### src/rtl/cp0_pkg.sv
// Shared constants for the coprocessor-0 interrupt controller: C0 register map,
// Status bit positions and the Cause valid-bit position.
package cp0_pkg;

    localparam logic [4:0] C0_EPC    = 5'd0;
    localparam logic [4:0] C0_CAUSE  = 5'd1;
    localparam logic [4:0] C0_STATUS = 5'd2;
    localparam logic [4:0] C0_MASK   = 5'd3;
    localparam logic [4:0] C0_PEND   = 5'd4;
    localparam logic [4:0] C0_MODE   = 5'd5;

    localparam int ST_IE  = 0;
    localparam int ST_EXL = 1;

    function automatic int cause_vld_bit(input int data_w);
        return data_w - 1;
    endfunction

endpackage

### src/rtl/cp0_irq_pending.sv
// Pending-bit tracking (edge/level per source), masking and lowest-index-wins
// priority; pending updates one edge after irq sampling, winner is combinational.
module cp0_irq_pending #(
    parameter int N_IRQ = 8,
    parameter int IDX_W = 3
) (
    input  logic             clk,
    input  logic             rst,
    input  logic [N_IRQ-1:0] i_irq,
    input  logic [N_IRQ-1:0] i_mode,
    input  logic [N_IRQ-1:0] i_mask,
    input  logic             i_w1c_vld,
    input  logic [N_IRQ-1:0] i_w1c_dat,
    input  logic             i_take,
    output logic [N_IRQ-1:0] o_pend,
    output logic             o_any,
    output logic [IDX_W-1:0] o_win
);

    logic [N_IRQ-1:0] r_samp;
    logic [N_IRQ-1:0] r_pend;
    logic [N_IRQ-1:0] w_elig;
    logic [N_IRQ-1:0] w_rise;
    logic [N_IRQ-1:0] w_w1c;
    logic [N_IRQ-1:0] w_take_clr;
    logic [N_IRQ-1:0] w_edge_nxt;
    logic [IDX_W-1:0] w_win;

    assign w_elig = r_pend & i_mask;
    assign w_rise = i_irq & ~r_samp;
    assign w_w1c  = i_w1c_vld ? i_w1c_dat : '0;

    // Scan downwards so the lowest eligible index is the last assignment.
    always_comb begin
        w_win = '0;
        for (int i = N_IRQ - 1; i >= 0; i--) begin
            if (w_elig[i]) w_win = IDX_W'(i);
        end
    end

    assign w_take_clr = i_take ? (N_IRQ'(1) << w_win) : '0;
    // A fresh rising edge survives any clear landing in the same cycle.
    assign w_edge_nxt = w_rise | (r_pend & ~w_w1c & ~w_take_clr);

    always_ff @(posedge clk or posedge rst) begin
        if (rst) begin
            r_samp <= '0;
            r_pend <= '0;
        end else begin
            r_samp <= i_irq;
            r_pend <= (i_mode & w_edge_nxt) | (~i_mode & i_irq);
        end
    end

    assign o_pend = r_pend;
    assign o_any  = |w_elig;
    assign o_win  = w_win;

endmodule

### src/rtl/cp0_intc.sv
// Coprocessor 0 (EPC/Cause/Status) with a vectored, fixed-priority interrupt controller.
// C0 reads are registered (1 cycle); int_req/int_vector are combinational from state.
module cp0_intc
    import cp0_pkg::*;
#(
    parameter int                DATA_W     = 32,
    parameter int                N_IRQ      = 8,
    parameter logic [DATA_W-1:0] VEC_BASE   = DATA_W'(32'h0000_0080),
    parameter int                VEC_STRIDE = 16
) (
    input  logic              clk,
    input  logic              rst,
    input  logic [4:0]        c0_adr,
    input  logic [DATA_W-1:0] c0_wdata,
    input  logic              c0_write,
    output logic [DATA_W-1:0] c0_rdata,
    input  logic [N_IRQ-1:0]  irq_in,
    input  logic [DATA_W-1:0] epc_in,
    input  logic              int_take,
    input  logic              eret,
    output logic              int_req,
    output logic [DATA_W-1:0] int_vector,
    output logic [DATA_W-1:0] c0_status
);

    localparam int IDX_W     = (N_IRQ > 1) ? $clog2(N_IRQ) : 1;
    localparam int CAUSE_VLD = cause_vld_bit(DATA_W);

    logic [DATA_W-1:0] r_epc;
    logic [DATA_W-1:0] r_cause;
    logic [DATA_W-1:0] r_status;
    logic [N_IRQ-1:0]  r_mask;
    logic [N_IRQ-1:0]  r_mode;
    logic [DATA_W-1:0] r_rdata;

    logic [N_IRQ-1:0]  w_pend;
    logic              w_any;
    logic [IDX_W-1:0]  w_win;
    logic              w_req;
    logic              w_take;
    logic              w_wr_epc;
    logic              w_wr_cause;
    logic              w_wr_status;
    logic              w_wr_mask;
    logic              w_wr_pend;
    logic              w_wr_mode;
    logic [DATA_W-1:0] w_status_nxt;
    logic [DATA_W-1:0] w_cause_take;
    logic [DATA_W-1:0] w_rdata;

    assign w_wr_epc    = c0_write && (c0_adr == C0_EPC);
    assign w_wr_cause  = c0_write && (c0_adr == C0_CAUSE);
    assign w_wr_status = c0_write && (c0_adr == C0_STATUS);
    assign w_wr_mask   = c0_write && (c0_adr == C0_MASK);
    assign w_wr_pend   = c0_write && (c0_adr == C0_PEND);
    assign w_wr_mode   = c0_write && (c0_adr == C0_MODE);

    assign w_req  = w_any & r_status[ST_IE] & ~r_status[ST_EXL];
    // eret wins over a same-cycle take; int_req is low while EXL=1 anyway.
    assign w_take = int_take & w_req & ~eret;

    cp0_irq_pending #(
        .N_IRQ (N_IRQ),
        .IDX_W (IDX_W)
    ) u_pending (
        .clk       (clk),
        .rst       (rst),
        .i_irq     (irq_in),
        .i_mode    (r_mode),
        .i_mask    (r_mask),
        .i_w1c_vld (w_wr_pend),
        .i_w1c_dat (c0_wdata[N_IRQ-1:0]),
        .i_take    (w_take),
        .o_pend    (w_pend),
        .o_any     (w_any),
        .o_win     (w_win)
    );

    always_comb begin
        w_cause_take                = '0;
        w_cause_take[CAUSE_VLD]     = 1'b1;
        w_cause_take[IDX_W-1:0]     = w_win;
    end

    // Ordering gives: written value beats eret, then take forces EXL on top.
    always_comb begin
        w_status_nxt = r_status;
        if (eret)        w_status_nxt[ST_EXL] = 1'b0;
        if (w_wr_status) w_status_nxt         = c0_wdata;
        if (w_take)      w_status_nxt[ST_EXL] = 1'b1;
    end

    always_comb begin
        w_rdata = '0;
        case (c0_adr)
            C0_EPC:    w_rdata = r_epc;
            C0_CAUSE:  w_rdata = r_cause;
            C0_STATUS: w_rdata = r_status;
            C0_MASK:   w_rdata = DATA_W'(r_mask);
            C0_PEND:   w_rdata = DATA_W'(w_pend);
            C0_MODE:   w_rdata = DATA_W'(r_mode);
            default:   w_rdata = '0;
        endcase
    end

    always_ff @(posedge clk or posedge rst) begin
        if (rst) begin
            r_epc    <= '0;
            r_cause  <= '0;
            r_status <= DATA_W'(1);
            r_mask   <= '0;
            r_mode   <= '0;
            r_rdata  <= '0;
        end else begin
            if (w_take) begin
                r_epc   <= epc_in;
                r_cause <= w_cause_take;
            end else begin
                if (w_wr_epc)   r_epc   <= c0_wdata;
                if (w_wr_cause) r_cause <= c0_wdata;
            end
            r_status <= w_status_nxt;
            if (w_wr_mask) r_mask <= c0_wdata[N_IRQ-1:0];
            if (w_wr_mode) r_mode <= c0_wdata[N_IRQ-1:0];
            r_rdata  <= w_rdata;
        end
    end

    assign c0_rdata   = r_rdata;
    assign c0_status  = r_status;
    assign int_req    = w_req;
    assign int_vector = w_any ? (VEC_BASE + DATA_W'(w_win) * DATA_W'(VEC_STRIDE)) : '0;

endmodule

### config.mk
export PLATFORM = sky130hd
export DESIGN_NAME = cp0_intc
export DESIGN_NICKNAME = d
export VERILOG_FILES = /design/src/rtl/cp0_pkg.sv /design/src/rtl/cp0_irq_pending.sv /design/src/rtl/cp0_intc.sv
export SDC_FILE = /design/constraint.sdc
export NUM_CORES = 1
export LEC_CHECK = 0
export ABC_AREA = 1
export CAP_MARGIN = 20
export CORE_UTILIZATION = 49
export DETAILED_ROUTE_END_ITERATION = 10
export PLACE_DENSITY = 0.8
export SLEW_MARGIN = 20
export SYNTH_ARGS = -nofsm -noshare
export SYNTH_HDL_FRONTEND = slang
export SYNTH_SLANG_ARGS = --single-unit
### constraint.sdc
create_clock -name clk -period 5.9 [get_ports clk]
set_input_delay 1.18 -clock clk [delete_from_list [all_inputs] [get_ports clk]]
set_output_delay 1.18 -clock clk [all_outputs]
set_load 0.1 [all_outputs]
==> out/qor.csv, run 1 <==
metric,value,unit
pwr dens,423,nW/um2
"Slowest-stage cell, CP",clkdlybuf4s50_1,
Synth area leaders,"dfrtp_1, nand2_1, nand3_1",
initial antenna violation count,0,
Leak Pwr,4.25,nW
Synth Area in Adders,0,%
vias in the first global route,5766,
vias per inst,5.29,
Crit path required time,4.72,ns
WL final,18100,um
mean routed wirelength per cell,16.2,um
CP Capture Type,output pin,
first-pass GRT wire length,29000,um
complex-gate fraction of the synthesized area,9.19,%
Max Clk Rate,0.236,GHz
GRT Total Usage,25.5,%
clk buf depth,2,
WS Path Type,flip-flop to output pin,
die width,123,um
Worst setup SP type,flip-flop,
Worst Max-Slew Pin Slew,1.07,ns
share of layout cells above drive strength 1,9.09,%
CTS tree,done,
syn_area_per_cell,9.04,um2
critical-path cell list,inv_1 > nor2_1 > nand2_1 > inv_1 > buf_4 > clkdlybuf4s50_1,
IO Port Bufs,150,
global route total overflow,0,
Levels on crit path,6,
YS warnings,0,
GPL Wtd Cong,0.902,
RSZ-0062 raised after global routing,no,
"Distinct cells, synth",31,
Placed Area,8570,um2
arrival time at the worst endpoint,3.05,ns
Top delay family on crit path,buffers and inverters,
Worst Skew,0.00995,ns
MaxCap Viol Count,0,
Slew HR,28.9,%
crit-path max FO,32,
final setup vio count,0,
Routed Antenna Nets,0,
register area share after synthesis,56.2,%
top cell type by total area after synthesis,dfrtp_1,
synthesized flop and latch total,160,
DRT iter0 DRCs,616,
worst vdd ir,0.000225,V
io pins,179,
Clock transition at path regs,0.06,ns
number of buffers added for setup after CTS,0,
Mapped Cells,789,
overall die height,123,um
Area growth syn-to-layout,28.2,%
Antenna diodes,0,
xor/xnor share of the synthesized area,0,%
WP buf/inv,4,
clock sink count,160,
Initial Utilization,50.8,%
final worst path period need,4.23,ns
R2R setup slack,3.28,ns
"Design Area, Final",9150,um2
largest family of logic cells by synthesized area,simple AND/OR/NAND/NOR gates,
Final Hold Fails,0,
DRC Markers,0,
status,"finished, final reports clean",
Synth Area in Simple Gates,23.1,%
Vias,5900,
root buffer cell,clkbuf_16,
CTS Buf Count,17,
CP max stage delay,1.21,ns
htree depth,4,
period utilisation layout,71.8,%
largest net degree at the start of global routing,83,
Worst-Skew Late Latency,0.43,ns
CP most frequent cell,inv_1,
HP Class,flip-flop to flip-flop,
die area,15000,um2
reg2reg path depth,7,
quantity of hold-fixing buffers added after cts,0,
Final Slew Violations,0,
Rows,43,
multiplexer area fraction after synthesis,3.63,%
Initial DRT Pass Iterations,5,
cts repair resizes,0,
synthesized cell area,7130,um2
Core ar.,14000,um2
hpwl dp,11900,um
post-synth top area share,55.8,%
nets@finish,1004,
setup TNS,0,ns
hold path depth,2,
Yosys cell counts (all sizes together):
| cell type | count |
|---|---|
| nor2 | 43 |
| dfstp | 1 |
| o211ai | 1 |
| nand2 | 265 |
| clkbuf | 14 |
| o2111ai | 1 |
| o21ai | 62 |
| nand3 | 69 |
| dfrtp | 159 |
| nand4 | 11 |
| o221ai | 1 |
| inv | 36 |
| nor3 | 2 |
| conb | 1 |
| a21oi | 15 |
| a22oi | 1 |
| a31oi | 32 |
| mux2 | 23 |
| buf | 52 |
stage by stage:
step	hold slack (ns)	std cells	power, mW	setup WS (ns)	utilization, %
after floorplan	0.452	816	2.51	0.402	-
after global placement	0.460	1083	2.78	1.48	61.0
after detailed placement	0.470	1083	2.82	1.41	61.0
after CTS	0.479	1115	3.87	1.67	65.1
after global routing	0.511	1115	4.04	1.56	65.1
final	0.477	1115	3.86	1.67	65.1
worst paths after layout:
kind / start / endpoint
max: c0_status[0]$_DFFE_PP1P_ / int_req
min: r_cause[10]$_DFFE_PP0P_ / c0_rdata[10]$_DFF_PP0_
max reg2reg: c0_status[0]$_DFFE_PP1P_ / r_cause[6]$_DFFE_PP0P_
min reg2reg: r_cause[10]$_DFFE_PP0P_ / c0_rdata[10]$_DFF_PP0_
max in group asynchronous: rst / r_epc[7]$_DFFE_PP0P_
min in group asynchronous: rst / c0_rdata[1]$_DFF_PP0_
placed cells by master (no fill, tap or decap), types with 2 or more instances in the layout:
cell type | netlist | routed
nand2_1 | 258 | 258
dfrtp_1 | 159 | 159
clkdlybuf4s50_1 | 0 | 150
nand3_1 | 68 | 68
o21ai_0 | 39 | 39
nor2_1 | 37 | 36
a31oi_1 | 32 | 32
inv_1 | 29 | 28
conb_1 | 1 | 28
mux2_2 | 18 | 18
clkbuf_16 | 0 | 17
a21oi_1 | 15 | 15
o21ai_1 | 13 | 13
nand4_1 | 11 | 11
o21ai_2 | 10 | 10
inv_2 | 7 | 7
mux2_1 | 5 | 5
nand2_2 | 5 | 4
nor2_4 | 3 | 4
clkinv_2 | 0 | 4
clkbuf_8 | 0 | 4
nor2_2 | 3 | 3
nand2_4 | 2 | 3
clkinvlp_4 | 0 | 3
buf_4 | 32 | 3
nor3_1 | 2 | 2
inv_6 | 0 | 2
clkbuf_1 | 14 | 2
area by class of cell:
cell class              instances  area (um2)
inverters                      36         140
repair buffers                153        1520
flip-flops and latches        160        4010
well taps                     180         225
clock inverters                 9        81.3
multi-input cells             554        2680
clock buffers                  23         488
fillers                      1176        4900
cell families after synthesis:
logic type             Yosys count
AND/OR/NAND/NOR                390
flip-flops                     160
AO/OA/AOI/OAI                  113
buffers and inverters          102
multiplexers                    23
other                            1
flip-flops by register name, summed over array words and instances (netlist names):
register,count
c0_rdata,32
r_epc,32
r_mask,8
r_mode,8
u_pending.o_pend,8
u_pending.r_samp,8
c0_status,32
r_cause,32
tightest hold or removal path, cell delays in order (launching register included):
cell     delay [ns]
dfrtp_1        0.34
nand2_1        0.05
nand3_1        0.05
report_power, final:
group	switching (mW)	leakage (nW)	internal, mW
Sequential	0.180	2.01	1.39
Clock	0.434	0.275	0.623
Combinational	0.891	1.97	0.344
Total	1.51	4.25	2.36
metal layers:
metal / vias up / GRT usage [%] / wire (um)
met1: 2802 / 34.6 / 7620
met3: 28 / 4.23 / 1100
met5: - / 0 / 0
met4: 0 / 9.91 / 397
met2: 252 / 41.2 / 8970
li1: 2818 / - / -
Power figures use the tool's default switching activity.
==> run 2, diff against run 1 <==
--- a/config.mk
+++ b/config.mk
@@ -7,9 +7,9 @@
 export LEC_CHECK = 0
 export ABC_AREA = 1
 export CAP_MARGIN = 20
-export CORE_UTILIZATION = 49
+export CORE_UTILIZATION = 45
 export DETAILED_ROUTE_END_ITERATION = 10
-export PLACE_DENSITY = 0.8
+export PLACE_DENSITY = 0.77
 export SLEW_MARGIN = 20
 export SYNTH_ARGS = -nofsm -noshare
 export SYNTH_HDL_FRONTEND = slang
==> constraint.sdc (replaced) <==
create_clock -name clk -period 3.78 [get_ports clk]
set_input_delay 0.756 -clock clk [delete_from_list [all_inputs] [get_ports clk]]
set_output_delay 0.756 -clock clk [all_outputs]
set_load 0.1 [all_outputs]
==> run 2 against run 1 <==
Effect of this change:
- design area grew 1.3%
- non-clock buffer count is 6 higher
- highest routed layer unchanged
- register-to-register slack worse by 1.8 ns
- flip-flop and latch count did not move
- sequential power increased by 56%
- critical endpoint is now c0_status[0]
==> out/qor.csv, run 2 (synthesis results as in run 1) <==
metric,value,unit,change
status,"finished, final reports clean",,
RSZ-0062 raised after global routing,no,,
Reg2Reg Launch Point,c0_status[0]$_DFFE_PP1P_,,
Fill cells,1332,,+13%
arrival time at the worst endpoint,2.12,ns,-0.93 ns
GRT Total Usage,23.1,%,-2.4 points
die width,128,um,+4.3%
final worst path period need,2.87,ns,
hold path depth,2,,unchanged
hold endpoint,c0_rdata[13]$_DFF_PP0_,,
die area,16400,um2,+8.7%
first-pass GRT wire length,29000,um,-0.19%
global route total overflow,0,,unchanged
period utilisation layout,76.0,%,
r2r endpoint,r_epc[31]$_DFFE_PP0P_,,
Final Hold Fails,0,,unchanged
share of layout cells above drive strength 1,10.1,%,+1.0 points
critical-path cell list,clkdlybuf4s50_1,,
"commonest non-fill, non-tap cell in the layout",nand2_1,,
overall die height,128,um,+4.3%
io pins,179,,unchanged
pwr dens,654,nW/um2,+55%
MaxCap Viol Count,0,,unchanged
"Slowest-stage cell, CP",clkdlybuf4s50_1,,
reg2reg path depth,7,,unchanged
Initial DRT Pass Iterations,5,,unchanged
Worst Max-Slew Pin Slew,1.02,ns,-0.0440 ns
setup TNS,0,ns,unchanged
GPL Wtd Cong,0.909,,+0.83%
Routed Antenna Nets,0,,unchanged
HP Class,flip-flop to flip-flop,,
total power,6.06,mW,+57%
Final Slew Violations,0,,unchanged
CTS tree,done,,
Max Clk Rate,0.348,GHz,
met3 routed WL,1360,um,+24%
R2R setup slack,1.51,ns,-1.77 ns
Post-Route M1 WL,7870,um,+3.4%
Slew HR,31.9,%,+3.0 points
hold slack,0.484,ns,+0.00675 ns
Crit path required time,3.02,ns,-1.70 ns
Antenna diodes,0,,unchanged
nets@finish,1010,,+0.60%
clk buf depth,2,,unchanged
"Design Area, Final",9270,um2,+1.3%
Vias,5931,,+0.53%
Initial Utilization,46.6,%,-4.2 points
Worst-Skew Late Latency,0.42,ns,about the same
WS Path Type,flip-flop to output pin,,
CP max stage delay,1.13,ns,-0.08 ns
Leak Pwr,4.30,nW,+1.2%
htree depth,4,,unchanged
CTS Buf Count,17,,unchanged
crit-path max FO,3,,-91%
final setup vio count,0,,unchanged
CP Capture Type,output pin,,
initial antenna violation count,0,,unchanged
Rows,45,,+4.7%
WP buf/inv,1,,-3
hpwl dp,12000,um,+0.61%
Worst setup SP type,flip-flop,,
vias per inst,5.15,,-2.7%
Core ar.,15300,um2,+9.1%
clock sink count,160,,unchanged
IO Port Bufs,150,,unchanged
DRC Markers,0,,unchanged
quantity of hold-fixing buffers added after cts,0,,unchanged
WL final,18000,um,-0.42%
Worst Skew,0.00717,ns,-0.00278 ns
met2 wire length,8360,um,-6.8%
HP Start,r_cause[13]$_DFFE_PP0P_,,
root buffer cell,clkbuf_16,,
largest net degree at the start of global routing,161,,+94%
Max Used Layer,met4,,
most frequent cells in the layout,"nand2_1, dfrtp_1, clkdlybuf4s50_1",,
DRT iter0 DRCs,578,,-6.2%
mean routed wirelength per cell,15.6,um,-3.6%
Area growth syn-to-layout,29.9,%,
cts repair resizes,0,,unchanged
vias in the first global route,5619,,-2.5%
Top delay family on crit path,buffers and inverters,,
Final Util,60.5,%,-4.6 points
worst vdd ir,0.000368,V,+64%
number of buffers added for setup after CTS,0,,unchanged
Clock transition at path regs,0.06,ns,about the same
Placed Area,8690,um2,+1.4%
run 2: cell types whose count changed in the layout (fill, tap and decap cells not counted):
cell             delta
bufinv_16           +1
nand2_4             -1
nand2_2             +1
clkinv_4            +1
clkinvlp_4          +1
clkbuf_1            +1
inv_6               -2
buf_4               +7
clkdlybuf4s50_1     -5
buf_12              +4
clkbuf_8            -2
run 2: layer usage:
metal  global-route usage (%)  vias up
li1                         -     2819
met1                     32.0     2833
met2                     35.7      250
met3                     4.42       29
met4                     9.83        0
met5                        0        -
run 2: worst reg2reg max path: stages (launching register included):
cell     delay, ns
dfstp_2       0.56
inv_1         0.07
nor2_1        0.28
nand3_4       0.22
nand2_2       0.49
buf_12        0.27
inv_1         0.10
o21ai_0       0.19
run 2: power by group:
| part | total [mW] | switching [mW] | internal [mW] |
|---|---|---|---|
| Clock | 1.67 | 0.670 | 1.00 |
| Combinational | 1.93 | 1.39 | 0.542 |
| Sequential | 2.45 | 0.281 | 2.17 |
| Total | 6.06 | 2.34 | 3.72 |
run 2: through the flow:
step | cells | setup WS, ns
final | 1152 | 0.909
after global routing | 1152 | 0.870
after CTS | 1152 | 0.888
after detailed placement | 1120 | 0.968
after global placement | 1120 | 1.04
after floorplan | 816 | 0.282
run 2: layout make-up:
| type | count | area [um2] | share of cell area [%] |
|---|---|---|---|
| clock buffer | 22 | 464 | 5.01 |
| clock inverter | 10 | 111 | 1.20 |
| inverter | 36 | 139 | 1.50 |
| multi-input combinational | 554 | 2680 | 28.9 |
| sequential | 160 | 4010 | 43.2 |
| tap | 211 | 264 | 2.85 |
| timing repair buffer | 159 | 1610 | 17.3 |
run 2: worst max path at each step:
stage | from | to | slack, ns | cells past startpoint
final | c0_status[0]$_DFFE_PP1P_ | c0_status[0] | 0.91 | 1
after global routing | c0_status[0]$_DFFE_PP1P_ | c0_status[0] | 0.87 | 1
after CTS | c0_status[0]$_DFFE_PP1P_ | c0_status[0] | 0.89 | 1
after detailed placement | c0_adr[3] | r_epc[31]$_DFFE_PP0P_ | 0.97 | 9
after global placement | c0_adr[3] | r_epc[31]$_DFFE_PP0P_ | 1.04 | 10
after floorplan | r_mask[2]$_DFFE_PP0P_ | int_vector[6] | 0.28 | 3
